`config.mk`:
```
export PLATFORM = sky130hd
export DESIGN_NAME = dac_spi_tx
export DESIGN_NICKNAME = d
export VERILOG_FILES = /design/src/rtl/dac_pkg.sv /design/src/rtl/dac_code_conv.sv /design/src/rtl/dac_spi_tx.sv
export SDC_FILE = /design/constraint.sdc
export NUM_CORES = 1
export LEC_CHECK = 0
export ABC_AREA = 1
export BUFFER_PORTS_ARGS = -buffer_cell sky130_fd_sc_hd__buf_2
export CAP_MARGIN = 5
export CORE_ASPECT_RATIO = 1.75
export CORE_MARGIN = 2
export CORE_UTILIZATION = 50
export CTS_BUF_LIST = sky130_fd_sc_hd__clkbuf_16
export DETAILED_ROUTE_END_ITERATION = 7
export GPL_TIMING_DRIVEN = 1
export PLACE_DENSITY_LB_ADDON = 0.2
export SKIP_LAST_GASP = 1
export SLEW_MARGIN = 25
export SYNTH_ARGS = -nofsm -noshare
export SYNTH_HDL_FRONTEND = slang
export SYNTH_SLANG_ARGS = --single-unit
```
`constraint.sdc`:
```
create_clock -name clk -period 1.7 [get_ports clk]
set_clock_uncertainty 0.15 [all_clocks]
set_input_delay 0.085 -clock clk [delete_from_list [all_inputs] [get_ports clk]]
set_output_delay 0.085 -clock clk [all_outputs]
set_load 0.05 [all_outputs]
```
`src/rtl/dac_pkg.sv`:
```
// rtl/dac_pkg.sv - shared constants, FSM encoding and frame builder for the DAC SPI transmitter
package dac_pkg;

    localparam int FRAME_W = 16;
    localparam int CODE_W  = 12;

    localparam logic [1:0] CTRL_DONT_CARE  = 2'b00;
    localparam logic [1:0] CTRL_MODE_NORMAL = 2'b00;

    typedef enum logic [1:0] {
        ST_IDLE,
        ST_SETUP,
        ST_SHIFT,
        ST_GAP
    } state_t;

    function automatic logic [FRAME_W-1:0] make_frame(input logic [CODE_W-1:0] code);
        return {CTRL_DONT_CARE, CTRL_MODE_NORMAL, code};
    endfunction

endpackage

```
`src/rtl/dac_code_conv.sv`:
```
// rtl/dac_code_conv.sv - saturate a signed sample to 12 bits and convert it to offset binary
module dac_code_conv
    import dac_pkg::*;
#(
    parameter int cant_bits = 16
) (
    input  logic signed [cant_bits-1:0] dato,
    output logic        [CODE_W-1:0]    code
);

    // Work at a width that holds both the input and the 12-bit limits.
    localparam int EXT_W = (cant_bits > CODE_W) ? cant_bits : CODE_W;
    localparam logic signed [EXT_W-1:0] SAT_MAX = EXT_W'(2047);
    localparam logic signed [EXT_W-1:0] SAT_MIN = EXT_W'(-2048);

    logic signed [EXT_W-1:0]  ext;
    logic signed [CODE_W-1:0] sat;

    always_comb begin
        ext = EXT_W'(dato);
        if (ext > SAT_MAX) begin
            sat = 12'sh7FF;
        end else if (ext < SAT_MIN) begin
            sat = 12'sh800;
        end else begin
            sat = ext[CODE_W-1:0];
        end
        code = {~sat[CODE_W-1], sat[CODE_W-2:0]};
    end

endmodule

```
`src/rtl/dac_spi_tx.sv`:
```
// rtl/dac_spi_tx.sv - serialises one saturated 12-bit DAC code per start request onto a SYNC/SCLK/DIN link
module dac_spi_tx
    import dac_pkg::*;
#(
    parameter int cant_bits = 16,
    parameter int CLK_DIV   = 4,
    parameter int GAP       = 8
) (
    input  logic                        clk,
    input  logic                        rst,
    input  logic signed [cant_bits-1:0] dato_in,
    input  logic                        start,
    output logic                        ready,
    output logic                        done,
    output logic                        cs,
    output logic                        sclk,
    output logic                        sdata
);

    localparam int DIV_W = $clog2(CLK_DIV);
    localparam int GAP_W = (GAP > 1) ? $clog2(GAP) : 1;
    localparam logic [DIV_W-1:0] DIV_LAST = DIV_W'(CLK_DIV - 1);
    localparam logic [GAP_W-1:0] GAP_LAST = GAP_W'(GAP - 1);

    state_t               state, state_nx;
    logic [DIV_W-1:0]     div_cnt, div_cnt_nx;
    logic [4:0]           bit_cnt, bit_cnt_nx;
    logic [GAP_W-1:0]     gap_cnt, gap_cnt_nx;
    logic [FRAME_W-1:0]   shreg, shreg_nx;
    logic                 cs_nx, sclk_nx, sdata_nx, done_nx;
    logic [CODE_W-1:0]    code;
    logic [FRAME_W-1:0]   frame;
    logic                 div_end;

    dac_code_conv #(.cant_bits(cant_bits)) u_conv (
        .dato (dato_in),
        .code (code)
    );

    assign frame   = make_frame(code);
    assign ready   = (state == ST_IDLE);
    assign div_end = (div_cnt == DIV_LAST);

    always_comb begin
        state_nx   = state;
        div_cnt_nx = div_cnt;
        bit_cnt_nx = bit_cnt;
        gap_cnt_nx = gap_cnt;
        shreg_nx   = shreg;
        cs_nx      = cs;
        sclk_nx    = sclk;
        sdata_nx   = sdata;
        done_nx    = 1'b0;
        case (state)
            ST_IDLE: begin
                if (start) begin
                    state_nx   = ST_SETUP;
                    shreg_nx   = frame;
                    cs_nx      = 1'b0;
                    sclk_nx    = 1'b1;
                    sdata_nx   = frame[FRAME_W-1];
                    div_cnt_nx = '0;
                    bit_cnt_nx = 5'd16;
                end
            end
            ST_SETUP: begin
                if (div_end) begin
                    state_nx   = ST_SHIFT;
                    sclk_nx    = 1'b0;
                    div_cnt_nx = '0;
                end else begin
                    div_cnt_nx = div_cnt + 1'b1;
                end
            end
            ST_SHIFT: begin
                if (!div_end) begin
                    div_cnt_nx = div_cnt + 1'b1;
                end else begin
                    div_cnt_nx = '0;
                    if (!sclk) begin
                        // Data only moves on the rising edge so it is settled at the next fall.
                        sclk_nx    = 1'b1;
                        shreg_nx   = {shreg[FRAME_W-2:0], 1'b0};
                        sdata_nx   = shreg[FRAME_W-2];
                        bit_cnt_nx = bit_cnt - 1'b1;
                    end else if (bit_cnt == 5'd0) begin
                        state_nx   = ST_GAP;
                        cs_nx      = 1'b1;
                        sclk_nx    = 1'b1;
                        sdata_nx   = 1'b0;
                        done_nx    = 1'b1;
                        gap_cnt_nx = '0;
                    end else begin
                        sclk_nx = 1'b0;
                    end
                end
            end
            ST_GAP: begin
                if (gap_cnt == GAP_LAST) begin
                    state_nx   = ST_IDLE;
                    gap_cnt_nx = '0;
                end else begin
                    gap_cnt_nx = gap_cnt + 1'b1;
                end
            end
            default: state_nx = ST_IDLE;
        endcase
    end

    always_ff @(posedge clk or negedge rst) begin
        if (!rst) begin
            state   <= ST_IDLE;
            div_cnt <= '0;
            bit_cnt <= '0;
            gap_cnt <= '0;
            shreg   <= '0;
            cs      <= 1'b1;
            sclk    <= 1'b1;
            sdata   <= 1'b0;
            done    <= 1'b0;
        end else begin
            state   <= state_nx;
            div_cnt <= div_cnt_nx;
            bit_cnt <= bit_cnt_nx;
            gap_cnt <= gap_cnt_nx;
            shreg   <= shreg_nx;
            cs      <= cs_nx;
            sclk    <= sclk_nx;
            sdata   <= sdata_nx;
            done    <= done_nx;
        end
    end

endmodule

```
==> qor.yml, run 1 <==
timing:
  setup_viol: 0
  holdWs_ns: 0.00386
  slew_viol_final: 0
  slew_headroom: 0.539
  fmax_mhz: 616
  fin_crit_ns: 1.62
  finalHoldViolCount: 0
  tightest_slew_ns: 0.692
  min_period_over_period: 0.956
  timing.final.ws_setup_ns: 0.0754
  finalSetupTns_ns: 0
hold_path:
  whs_path_depth: 4
  hp-start: "dato_in[15]"
  min_path_type: "in -> reg"
  hold_end: "shreg[11]$_DFFE_PN0P_"
routing:
  vias_per_cell: 4.90
  drtIter0Drc: 27
  finalWirelength_mm: 4.14
  dr.pass1.iters: 4
  drc_errors: 0
  avgRoutedWirePerCell_um: 12.3
  via_count: 1648
  drtAntennaViolNets: 0
critical_path:
  cpLargestDelayFamily: "flip-flops"
  rr_worst_depth: 9
  cp.arrival_ns: 1.64
  required_ns: 1.71
  crit_chain: "ha_1, inv_1, nand2_1, nand4_1, buf_6, buf_2, nor2_1, nand2_1, nand2_1"
  path_buf_inv: 3
  critPathSlowestCell: "dfrtp_1"
  critPathMaxFanout: 6
  reg2reg_to: "shreg[2]$_DFFE_PN0P_"
  crit_type: "reg -> reg"
  slowest_delay_ns: 0.39
  r2r_slack_ns: 0.08
  crit-reg2reg-launch: "div_cnt[0]$_DFFE_PN0P_"
  crit_path_end_kind: "flip-flop"
  path_common_cell: "nand2_1"
  startpoint_type: "flip-flop"
clock_network:
  cts_max_path_buffers: 2
  htree_levels: 2
  cts-root-buf: "clkbuf_16"
  cts_tree: "built"
  clk-insertion-delay-late_ns: 0.27
  clk_pin_slew_ns: 0.05
  cts_buffers: 5
  clock-sinks: 31
die:
  core_sq_um: 3330
  die-height_um: 81.2
  die_x_um: 48.1
  rows: 28
  start_util: 0.511
  io_pins: 24
  die-area_sq_um: 3900
cells_and_area:
  mostFrequentLayoutCells: "nand2_1, dfrtp_1, nor2_1"
  area_delta_synth_final_pct: 35.4
  final_cells: 336
  drive_above_1_share: 0.230
  stdcell_area_sq_um: 2300
  layout.nets: 317
  antennaDiodeCount: 0
  final_common_cell: "nand2_1"
logic_synthesis:
  syn-cell-area_sq_um: 1700
  avgSynthCellArea_sq_um: 7.21
  synthCells: 236
  yosysTopAreaCell: "dfrtp_1"
  synth.net_count: 263
  synth_top_area_frac: 0.426
  ys_warn_count: 0
  ys_top_cells_by_area: "dfrtp_1, nand2_1, nor2_1"
  synth-seq-cells: 31
  yosysUniqueCellTypes: 20
  yosysSeqAreaShare: 0.457
power_and_ir_drop:
  p_per_area_nw_per_um2: 2000
  ir_drop_v: 0.00162
  p_leak_nw: 1.27
place:
  place_area_sq_um: 1930
  place_congestion: 0.783
  place_ws_ns: -0.0110
  dp_hpwl_mm: 2.72
  dp_cells: 308
  portBuffers: 23
global_routing:
  grt_pass1_vias: 1544
  antenna_found_initial: 0
  grt_overflow: 0
  grt_usage: 0.238
  grt_max_degree: 32
  grt_pass1_wl_mm: 6.58
outcome:
  status: "finished, final reports clean"
job:
  drv_cap: 0
## power breakdown
group | switching (mW) | internal [mW]
clock | 0.304 | 0.528
combinational | 1.51 | 1.02
sequential | 0.187 | 1.06
total | 2.00 | 2.60
## cells in the mapped netlist
| cell type | n |
|---|---|
| xor2_1 | 2 |
| ha_1 | 8 |
| nand4_1 | 4 |
| clkbuf_1 | 2 |
| or2_1 | 1 |
| a21oi_1 | 2 |
| inv_2 | 3 |
| dfstp_2 | 2 |
| buf_2 | 4 |
| o21ai_1 | 8 |
| o21ai_0 | 6 |
| a21oi_2 | 1 |
| nand2_1 | 95 |
| inv_1 | 19 |
| dfrtp_1 | 29 |
| nand3_1 | 18 |
| o31ai_1 | 1 |
| nor2_2 | 1 |
| nor2_1 | 29 |
| nand2_2 | 1 |
## repair_timing
item / CTS / global route
resized for setup: 1 / 18
hold buffers: 13 / 0
endpoints found under the setup margin: 14 / 26
gates cloned: 0 / 3
pin swaps: 0 / 4
setup buffers: 0 / 4
endpoints found under the hold margin: 41 / 0
## sequential cells by signal, indices dropped and copies added (netlist names)
register / flops
shreg: 15
bit_cnt: 5
gap_cnt: 3
div_cnt: 2
state: 2
cs: 1
done: 1
sclk: 1
sdata: 1
## cell families (layout without fill, tap and decap cells)
kind of cell	Yosys count	after routing	synth area share
compound gates	18	18	0.0566
xor+xnor	2	2	0.0103
fa+ha+maj	8	8	0.0588
buf+inv	28	83	0.0647
flops	31	31	0.457
simple gates	149	149	0.352
## metrics by stage
stage / util / total power [mW]
3_3_place_gp: 0.581 / 3.31
3_5_place_dp: 0.581 / 3.36
2_1_floorplan: - / 2.81
4_1_cts: 0.662 / 4.25
5_1_grt: 0.692 / 5.01
6_report: 0.692 / 4.60
## tightest hold or removal path, delay by kind of cell
kind	cells	cell delay, ns
buf+inv	1	0.10
compound gates	2	0.14
simple gates	1	0.06
## metal layers
layer	GRT usage	up-vias	part of all wire
met3	0.0622	4	0.033
met4	0.0784	0	0.011
met1	0.262	764	0.37
met5	0	-	0
met2	0.419	35	0.59
li1	-	845	-
## area by class of cell
class | count | area (sq um)
Sequential cell | 31 | 779
Inverter | 22 | 82.6
Clock buffer | 5 | 125
Tap cell | 45 | 56.3
Timing Repair Buffer | 53 | 379
Clock inverter | 3 | 12.5
Fill cell | 284 | 1020
Multi-Input combinational cell | 177 | 868
## how the worst max path moves through the flow
stage                           startpoint               endpoint  cells past startpoint
floorplan             state[0]$_DFFE_PN0P_  shreg[10]$_DFFE_PN0P_                      8
global placement      state[0]$_DFFE_PN0P_   shreg[2]$_DFFE_PN0P_                      8
detailed placement    state[0]$_DFFE_PN0P_   shreg[7]$_DFFE_PN0P_                      8
CTS                   state[0]$_DFFE_PN0P_   shreg[7]$_DFFE_PN0P_                      8
global route          state[0]$_DFFE_PN0P_   shreg[8]$_DFFE_PN0P_                     10
finish              div_cnt[0]$_DFFE_PN0P_   shreg[2]$_DFFE_PN0P_                      9
Power figures use the tool's default switching activity.
==> inputs of run 2 (changes only) <==
--- a/config.mk
+++ b/config.mk
@@ -5,7 +5,7 @@
 export SDC_FILE = /design/constraint.sdc
 export NUM_CORES = 1
 export LEC_CHECK = 0
-export ABC_AREA = 1
+export ABC_AREA = 0
 export BUFFER_PORTS_ARGS = -buffer_cell sky130_fd_sc_hd__buf_2
 export CAP_MARGIN = 5
 export CORE_ASPECT_RATIO = 1.75
==> run 2 against run 1 <==
The run now ends with setup timing left. Fmax shrank 10%. Sequential cell count is the same. Core utilization grew 13 points. Critical path depth shrank 3. Worst hold slack gained 0.045 ns. Setup slack lost 0.19 ns. Register-to-register slack lost 0.19 ns. Highest routed layer unchanged.
==> qor.yml, run 2 <==
timing:
  rsz0062_at_grt: "true"
  tightest_slew_ns: 0.703  # +0.0113 ns
  finalHoldViolCount: 0  # unchanged
  fin_crit_ns: 1.81  # +0.188 ns
  fmax_mhz: 552  # -10%
  slew_headroom: 0.531  # -0.00751
  setup_viol: 23  # +23
  timing.final.ws_setup_ns: -0.112  # -0.188 ns
  min_period_over_period: 1.07  # +0.110
  slew_viol_final: 0  # unchanged
  finalSetupTns_ns: -1.26  # -1.26 ns
clock_network:
  cts_buffers: 5  # unchanged
  cts-root-buf: "clkbuf_16"
  clk-insertion-delay-late_ns: 0.27  # about the same
  cts_max_path_buffers: 2  # unchanged
  htree_levels: 2  # unchanged
  clock-sinks: 31  # unchanged
  cts_tree: "built"
  clk_pin_slew_ns: 0.05  # about the same
logic_synthesis:
  ys.flop_type: "dfrtp_1"
  synthCells: 172  # -27%
  ys_warn_count: 0  # unchanged
  ys_top_cells_by_area: "dfrtp_1, ha_1, a21oi_1"
  yosysTopAreaCell: "dfrtp_1"
  avgSynthCellArea_sq_um: 10.0  # +39%
  async_reset_ff_frac: 1.00  # unchanged
  synth_edf_count: 0  # unchanged
  yosysSeqAreaShare: 0.452  # -0.00565
  yosysUniqueCellTypes: 45  # +130%
  synth.most_common_cell: "dfrtp_1"
  syn-cell-area_sq_um: 1720  # +1.2%
  synth_common_cells: "dfrtp_1, nand2_1, a21oi_1"
  synth-seq-cells: 31  # unchanged
  synth_top_area_frac: 0.421  # -0.00527
  synth.net_count: 199  # -24%
cells_and_area:
  top_regs: "shreg (15), bit_cnt (5), gap_cnt (3)"
  mostFrequentLayoutCells: "dfrtp_1, buf_2, buf_4"
  final_cells: 269  # -20%
  final_common_cell: "dfrtp_1"
  num-fill-cells: 173  # -39%
  largest_register_ffs: 15  # unchanged
  regMostFlops: "shreg"
  area_delta_synth_final_pct: 58.2
  drive_above_1_share: 0.558  # +0.328
  stdcell_area_sq_um: 2730  # +18%
  layout.nets: 250  # -21%
  antennaDiodeCount: 0  # unchanged
die:
  rows: 28  # unchanged
  io_pins: 24  # unchanged
  die-area_sq_um: 3950  # +1.2%
  die-height_um: 81.7  # +0.59%
  core_sq_um: 3330  # unchanged
  die_x_um: 48.4  # +0.57%
  start_util: 0.518  # +0.00639
global_routing:
  antenna_found_initial: 0  # unchanged
  grt_usage: 0.237  # -0.000417
  grt_max_degree: 32  # unchanged
  grt_overflow: 0  # unchanged
  grt_pass1_vias: 1540  # -0.26%
  grt_pass1_wl_mm: 7.04  # +7.0%
critical_path:
  required_ns: 1.71  # about the same
  crit_type: "reg -> reg"
  critPathMaxFanout: 7  # +1
  startpoint_type: "flip-flop"
  cp.arrival_ns: 1.82  # +0.18 ns
  r2r_slack_ns: -0.11  # -0.19 ns
  crit_path_end_kind: "flip-flop"
place:
  place_area_sq_um: 2070  # +7.1%
  portBuffers: 23  # unchanged
  dp_hpwl_mm: 2.88  # +5.8%
  dp_cells: 255  # -17%
  place_congestion: 0.866  # +11%
  place_ws_ns: -0.135  # -0.124 ns
routing:
  drtIter0Drc: 51  # +89%
  finalWirelength_mm: 5.18  # +25%
  drtAntennaViolNets: 0  # unchanged
  dr.pass1.iters: 4  # unchanged
  vias_per_cell: 5.77  # +18%
  drc_errors: 0  # unchanged
  avgRoutedWirePerCell_um: 19.3  # +57%
  via_count: 1553  # -5.8%
power_and_ir_drop:
  p_leak_nw: 1.20  # -5.8%
  ir_drop_v: 0.00169  # +4.4%
  p_per_area_nw_per_um2: 2270  # +14%
  finalPower_mw: 6.19  # +35%
outcome:
  violations: "setup timing"
  status: "finished, violations left"
job:
  drv_cap: 0  # unchanged
hold_path:
  min_path_type: "in -> reg"
## run 2: worst max-delay path, stage by stage (launching register included)
cell,delay [ns]
dfrtp_1,0.43
inv_2,0.09
ha_4,0.19
mux2i_4,0.19
a21o_4,0.26
clkbuf_16,0.18
a32o_1,0.21
## run 2: final timing paths
check	start	to	depth (start not counted)
worst max register to register	state[1]$_DFFE_PN0P_	shreg[0]$_DFFE_PN0P_	6
worst min-delay path	dato_in[2]	shreg[2]$_DFFE_PN0P_	3
worst min register to register	shreg[3]$_DFFE_PN0P_	shreg[3]$_DFFE_PN0P_	2
min in group asynchronous	rst	shreg[7]$_DFFE_PN0P_	2
worst max-delay path	state[1]$_DFFE_PN0P_	shreg[0]$_DFFE_PN0P_	6
max in group asynchronous	rst	state[0]$_DFFE_PN0P_	2
## run 2: metal layers
layer | global-route usage | wire length (um) | vias up
li1 | - | - | 719
met2 | 0.468 | 2890 | 58
met3 | 0.0509 | 172 | 14
met4 | 0.0943 | 133 | 0
met5 | 0 | 0 | -
met1 | 0.242 | 1990 | 762
## run 2: kinds of logic (layout without fill, tap and decap cells)
| family | Yosys count | after routing | share of synthesized area |
|---|---|---|---|
| and+or+nand+nor | 57 | 57 | 0.183 |
| AOI/OAI and AO/OA | 50 | 50 | 0.200 |
| DFF | 31 | 31 | 0.452 |
| buffers and inverters | 18 | 70 | 0.0574 |
| adders and majority gates | 8 | 8 | 0.0581 |
| muxes | 6 | 6 | 0.0392 |
| xor gates and xnor gates | 2 | 2 | 0.0102 |
## run 2: repair_timing
| item | 4_1_cts | 5_1_grt |
|---|---|---|
| gates resized for setup | 26 | 56 |
| pin swaps | 5 | 23 |
| setup buffers | 1 | 1 |
| cloned | 2 | 1 |
| hold buffers | 1 | 0 |
| hold endpoints to repair | 29 | 0 |
| setup endpoints to repair | 22 | 28 |
## run 2: through the flow
| stage | hold WS (ns) | util |
|---|---|---|
| finish | 0.0485 | 0.819 |
| global route | 0.0472 | 0.819 |
| CTS | 0.0124 | 0.733 |
| detailed placement | 0.0206 | 0.622 |
| global placement | 0.0107 | 0.622 |
| floorplan | -0.361 | - |
## run 2: layout make-up
class / count / area (sq um) / area share
clock buffers: 5 / 125 / 0.0459
clock inverters: 3 / 38.8 / 0.0142
inverters: 8 / 30.0 / 0.0110
multi-input cells: 123 / 1250 / 0.460
flip-flops and latches: 31 / 778 / 0.285
well taps: 45 / 56.3 / 0.0207
repair buffers: 54 / 444 / 0.163
## run 2: report_power, final
group          switching (mW)  internal (mW)  leakage (nW)
clock network           0.310          0.682        0.0812
logic                    1.87           1.98         0.729
registers               0.299           1.06         0.387
total                    2.47           3.72          1.20
